$ cat src/rtl/game_pkg.sv
// Shared types and helpers for the game-flow sequencer: one-hot phase encoding,
// field widths and the level/extra-life arithmetic.
package game_pkg;

    localparam int STATE_W = 5;
    localparam int LEVEL_W = 4;
    localparam int TIMER_W = 8;

    typedef enum logic [STATE_W-1:0] {
        ST_ATTRACT = 5'b00001,
        ST_PLAY    = 5'b00010,
        ST_PAUSED  = 5'b00100,
        ST_CLEAR   = 5'b01000,
        ST_OVER    = 5'b10000
    } game_state_e;

    // Level after a cleared level; the top level wraps back to 1.
    function automatic logic [LEVEL_W-1:0] next_level(input logic [LEVEL_W-1:0] level,
                                                      input int max_level);
        if (level == LEVEL_W'(max_level)) begin
            return LEVEL_W'(1);
        end
        return level + 1'b1;
    endfunction

    function automatic logic grants_life(input logic [LEVEL_W-1:0] level, input int every);
        return (32'(level) % every) == 0;
    endfunction

endpackage

$ cat src/rtl/frame_timer.sv
// Loadable 8-bit frame down-counter; expire_o marks the tick that takes it from 1 to 0.
module frame_timer
    import game_pkg::*;
(
    input  logic               clk_i,
    input  logic               reset_n_i,
    input  logic               load_i,
    input  logic [TIMER_W-1:0] load_val_i,
    input  logic               tick_i,
    output logic               expire_o
);

    logic [TIMER_W-1:0] count_q;
    logic [TIMER_W-1:0] count_d;

    // A load wins over a coincident tick; the counter parks at zero.
    always_comb begin
        count_d = count_q;
        if (load_i) begin
            count_d = load_val_i;
        end else if (tick_i && (count_q != '0)) begin
            count_d = count_q - 1'b1;
        end
    end

    always_ff @(posedge clk_i or negedge reset_n_i) begin
        if (!reset_n_i) begin
            count_q <= '0;
        end else begin
            count_q <= count_d;
        end
    end

    assign expire_o = tick_i & ~load_i & (count_q == TIMER_W'(1));

endmodule

$ cat src/rtl/game_sequencer.sv
// Game-flow controller: attract/play/paused/clear/over phases, level number and
// extra-life schedule. Define GAME_SEQ_AUTO_RESUME_EN to let PAUSED time out to PLAY.
module game_sequencer
    import game_pkg::*;
#(
    parameter int max_level_p    = 9,
    parameter int life_every_p   = 2,
    parameter int clear_frames_p = 60,
    parameter int pause_frames_p = 180
) (
    input  logic               clk_i,
    input  logic               reset_n_i,
    input  logic               start_i,
    input  logic               frame_tick_i,
    input  logic               player_hit_i,
    input  logic               player_alive_i,
    input  logic               enemies_cleared_i,
    output logic               run_o,
    output logic               frame_tick_o,
    output logic               level_reset_o,
    output logic               add_life_o,
    output logic               game_over_o,
    output logic [LEVEL_W-1:0] level_o,
    output logic [STATE_W-1:0] state_o
);

    localparam logic [TIMER_W-1:0] CLEAR_LOAD = TIMER_W'(clear_frames_p);
    localparam logic [TIMER_W-1:0] PAUSE_LOAD = TIMER_W'(pause_frames_p);

    game_state_e        state_q;
    game_state_e        state_d;
    logic [LEVEL_W-1:0] level_q;
    logic [LEVEL_W-1:0] level_d;
    logic               level_reset_q;
    logic               level_reset_d;
    logic               add_life_q;
    logic               add_life_d;
    logic               start_q;
    logic               start_e;

    logic               timer_load;
    logic [TIMER_W-1:0] timer_val;
    logic               timer_expire;

    assign start_e = start_i & ~start_q;

    frame_timer u_frame_timer (
        .clk_i      (clk_i),
        .reset_n_i  (reset_n_i),
        .load_i     (timer_load),
        .load_val_i (timer_val),
        .tick_i     (frame_tick_i),
        .expire_o   (timer_expire)
    );

    // Next-state logic. A hit outranks a simultaneous clear, and a held clear is
    // ignored during the level_reset pulse so the respawned field is not re-cleared.
    always_comb begin
        state_d       = state_q;
        level_d       = level_q;
        level_reset_d = 1'b0;
        add_life_d    = 1'b0;
        timer_load    = 1'b0;
        timer_val     = CLEAR_LOAD;

        case (state_q)
            ST_ATTRACT, ST_OVER: begin
                if (start_e) begin
                    state_d       = ST_PLAY;
                    level_d       = LEVEL_W'(1);
                    level_reset_d = 1'b1;
                end
            end

            ST_PLAY: begin
                if (player_hit_i && !player_alive_i) begin
                    state_d = ST_OVER;
                end else if (player_hit_i) begin
                    state_d   = ST_PAUSED;
                    timer_val = PAUSE_LOAD;
`ifdef GAME_SEQ_AUTO_RESUME_EN
                    timer_load = 1'b1;
`else
                    timer_load = 1'b0;
`endif
                end else if (enemies_cleared_i && !level_reset_q) begin
                    state_d    = ST_CLEAR;
                    timer_load = 1'b1;
                end
            end

            ST_PAUSED: begin
`ifdef GAME_SEQ_AUTO_RESUME_EN
                if (start_e || timer_expire) begin
                    state_d = ST_PLAY;
                end
`else
                if (start_e) begin
                    state_d = ST_PLAY;
                end
`endif
            end

            ST_CLEAR: begin
                if (timer_expire) begin
                    state_d       = ST_PLAY;
                    level_d       = next_level(level_q, max_level_p);
                    level_reset_d = 1'b1;
                    add_life_d    = grants_life(level_d, life_every_p);
                end
            end

            default: begin
                state_d = ST_ATTRACT;
            end
        endcase
    end

    always_ff @(posedge clk_i or negedge reset_n_i) begin
        if (!reset_n_i) begin
            state_q       <= ST_ATTRACT;
            level_q       <= '0;
            level_reset_q <= 1'b0;
            add_life_q    <= 1'b0;
            start_q       <= 1'b0;
        end else begin
            state_q       <= state_d;
            level_q       <= level_d;
            level_reset_q <= level_reset_d;
            add_life_q    <= add_life_d;
            start_q       <= start_i;
        end
    end

    assign run_o         = (state_q == ST_PLAY);
    assign game_over_o   = (state_q == ST_OVER);
    assign frame_tick_o  = frame_tick_i & run_o;
    assign level_reset_o = level_reset_q;
    assign add_life_o    = add_life_q;
    assign level_o       = level_q;
    assign state_o       = state_q;

endmodule

$ cat config.mk
export PLATFORM = sky130hd
export DESIGN_NAME = game_sequencer
export DESIGN_NICKNAME = d
export VERILOG_FILES = /design/src/rtl/game_pkg.sv /design/src/rtl/frame_timer.sv /design/src/rtl/game_sequencer.sv
export SDC_FILE = /design/constraint.sdc
export NUM_CORES = 1
export LEC_CHECK = 0
export ABC_AREA = 1
export CAP_MARGIN = 20
export CORE_ASPECT_RATIO = 1.25
export CORE_MARGIN = 1.5
export CORE_UTILIZATION = 56
export DETAILED_ROUTE_END_ITERATION = 12
export MAX_ROUTING_LAYER = met4
export PLACE_DENSITY = 0.8
export SYNTH_ARGS = -nofsm -noshare
export SYNTH_HDL_FRONTEND = slang
export SYNTH_SLANG_ARGS = --single-unit
$ cat constraint.sdc
create_clock -name clk_i -period 3.5 [get_ports clk_i]
set_input_delay 0.35 -clock clk_i [delete_from_list [all_inputs] [get_ports clk_i]]
set_output_delay 0.35 -clock clk_i [all_outputs]
set_load 0.01 [all_outputs]
==> summary.txt <==
Synth Instances -> 156
CTS HTree Levels -> 1
Seq cells post-synth -> 20
Ys Warns -> 0
Power per Cell Area -> 688.0 nW/um2
post-cts gate resize count -> 0
WL per Instance -> 11.20 um
Clk pin slew, worst setup/hold paths -> 0.11 ns
vias per inst -> 5.312
worst hold path type -> in2reg
Post-CTS Setup Inserts -> 0
highest clock rate -> 475.0 MHz
Hold-fix buffers, CTS -> 0
Inst Count DP -> 195
CP startpoint -> state_o[2]$_DFFE_PN0P_
IO buf count -> 20
Critical R2R Launch -> state_o[2]$_DFFE_PN0P_
largest net degree at the start of global routing -> 21
num rows -> 18
M3 GR Usage -> 0.01948
synth-to-layout area growth -> 21.87%
clock root cell -> clkbuf_4
peak supply drop -> 0.5157 mV
final setup TNS -> 0 ns
CP Launch Type -> flop
RSZ-0062 raised after global routing -> false
outcome -> finished, violations left
grt total ovfl -> 0
Post-Layout Inst Area -> 1485 um2
DRC violations left -> 1
detailed placer's ending HPWL -> 1.779 mm
dpl cell area -> 1433 um2
Die Y -> 55.16 um
Worst EP arrival -> 1.76 ns
global-route wire length before repair -> 3.933 mm
setup ws final -> 1.395 ns
Net Count, Synth -> 168
Pre-antenna DRT Iters -> 8
maxcap violations -> 0
unique cell type count in the Yosys netlist -> 25
Vias -> 1057
Clock Latency Late Sink -> 0.30 ns
initial core utilization -> 0.6080
vias in the first global route -> 980
CTS Buffer Depth -> 2
average size of a mapped cell -> 7.812 um2
Critical Path RT -> 3.15 ns
NumNets Final -> 192
Max Slew Vio Count -> 0
layout cells sized above 1 -> 0.1564
Final Wtd Congestion -> 0.7880
kind of critical path -> reg2out
total clock sinks -> 20
non-filler instance count after layout -> 199
initial antenna violation count -> 0
gr usage total -> 0.2210
DIE AREA -> 2467 um2
Tcrit/Tclk final -> 0.6015
antenna cells -> 0
Seq/Total Area, Yosys -> 0.4117
startpoint of the worst hold path -> start_i
CTS Buf Count -> 3
Total Wirelength -> 2.228 mm
commonest non-fill, non-tap cell in the layout -> nand2_1
Final Hold Fails -> 0
Final Util -> 0.7409
commonest non-fill, non-tap cells in the layout -> nand2_1, clkdlybuf4s50_1, dfrtp_1
met1 GRT Util -> 0.2505
Die Wd -> 44.73 um
met2 usage -> 0.4058
GRT busiest layer -> met2
CTS tree -> yes
Worst Tran Pin Value -> 0.8647 ns
Worst Setup End Kind -> output port
Leakage -> 0.7555 nW
Place WS -> 1.562 ns
min Tclk post-route -> 2.105 ns
Worst Clk Skew -> 0.001709 ns
Detail Route Antenna Nets -> 0
violated checks -> DRC
initial DRC count -> 16
setup violators final -> 0
# fillers -> 158
I/O pin total -> 21
relative slew slack -> 0.4217
core area -> 2004 um2
crit path max fanout -> 4
Mapped Area -> 1219 um2
-- flip-flops by register name, summed over array words and instances (netlist names) --
signal	count
level_reset_o	1
state_o	5
u_frame_timer.count_q	8
add_life_o	1
start_q	1
level_o	4
-- metal layers --
layer	vias up	routed length, um
li1	543	-
met1	492	961
met2	18	1183
met3	4	56
met4	0	26
met5	-	0
-- worst max-delay path: stages, from the launching register on --
cell,delay [ns]
dfrtp_1,0.46
nor2_4,0.16
nand4_1,0.16
nor2_1,0.13
clkdlybuf4s50_1,0.54
-- Yosys cell counts --
library cell   n  area (um2)
nor2_8         1       20.02
nand3_1       18       90.09
nand3_2        1       10.01
nand2_4        4       45.04
nor2_1        17       63.81
nand2_1       44       165.2
o21ai_0        2       10.01
a21oi_1        1       5.000
nor2_4         1       11.26
nor2_2         4       25.02
o21ai_1        3       15.01
inv_4          1       6.260
xor2_1         2       17.52
or2_2          1       6.260
ha_1           5       62.56
dfrtp_1       19       475.5
inv_2          4       15.01
inv_1         13       48.80
nand3b_1       2       15.01
nand2_2        5       31.28
a21oi_2        1       8.760
nand4_1        4       25.02
buf_6          1       11.26
dfstp_2        1       26.28
xnor2_1        1       8.760
-- metrics by stage --
stage,power (mW),hold slack [ns]
6_report,1.022,0.5043
4_1_cts,1.030,0.4975
2_1_floorplan,0.7012,0.05441
3_3_place_gp,0.8228,0.4760
3_5_place_dp,0.8399,0.4850
5_1_grt,1.112,0.5064
-- layout make-up --
cell class	instances	area, um2	area share
timing repair buffer	20	200.2	0.1348
clock inverter	1	30.03	0.02022
inverter	18	70.07	0.04718
multi-input combinational	117	635.6	0.4280
tap	20	25.02	0.01685
clock buffer	3	22.52	0.01516
sequential	20	501.7	0.3378
-- worst paths after layout --
check                                                        to  slack [ns]  depth (start not counted)
max                                                frame_tick_o        1.39                          4
min                                           start_q$_DFF_PN0_        0.50                          1
max reg2reg                              level_o[3]$_DFFE_PN0P_        2.05                         10
min reg2reg                              state_o[0]$_DFFE_PN1P_        0.51                          2
max in group asynchronous  u_frame_timer.count_q[0]$_DFFE_PN0P_        2.44                          1
min in group asynchronous                level_o[3]$_DFFE_PN0P_        0.53                          1
-- report_power, final --
part | internal, mW | switching [mW] | total (mW) | leakage [nW]
Combinational | 0.191 | 0.264 | 0.455 | 0.473
Sequential | 0.308 | 0.0711 | 0.379 | 0.255
Clock | 0.116 | 0.0724 | 0.188 | 0.0279
-- cells by family (layout without fill, tap and decap cells) --
family / after synthesis / count (layout) / share of synthesized area
AND/OR/NAND/NOR: 102 / 102 / 0.4168
flip-flops: 20 / 20 / 0.4117
buffers and inverters: 19 / 42 / 0.06674
AO/OA/AOI/OAI: 7 / 7 / 0.03182
adder cells (fa/ha/maj): 5 / 5 / 0.05133
XOR/XNOR: 3 / 3 / 0.02156
No activity file was read; power rests on OpenSTA's default activity.
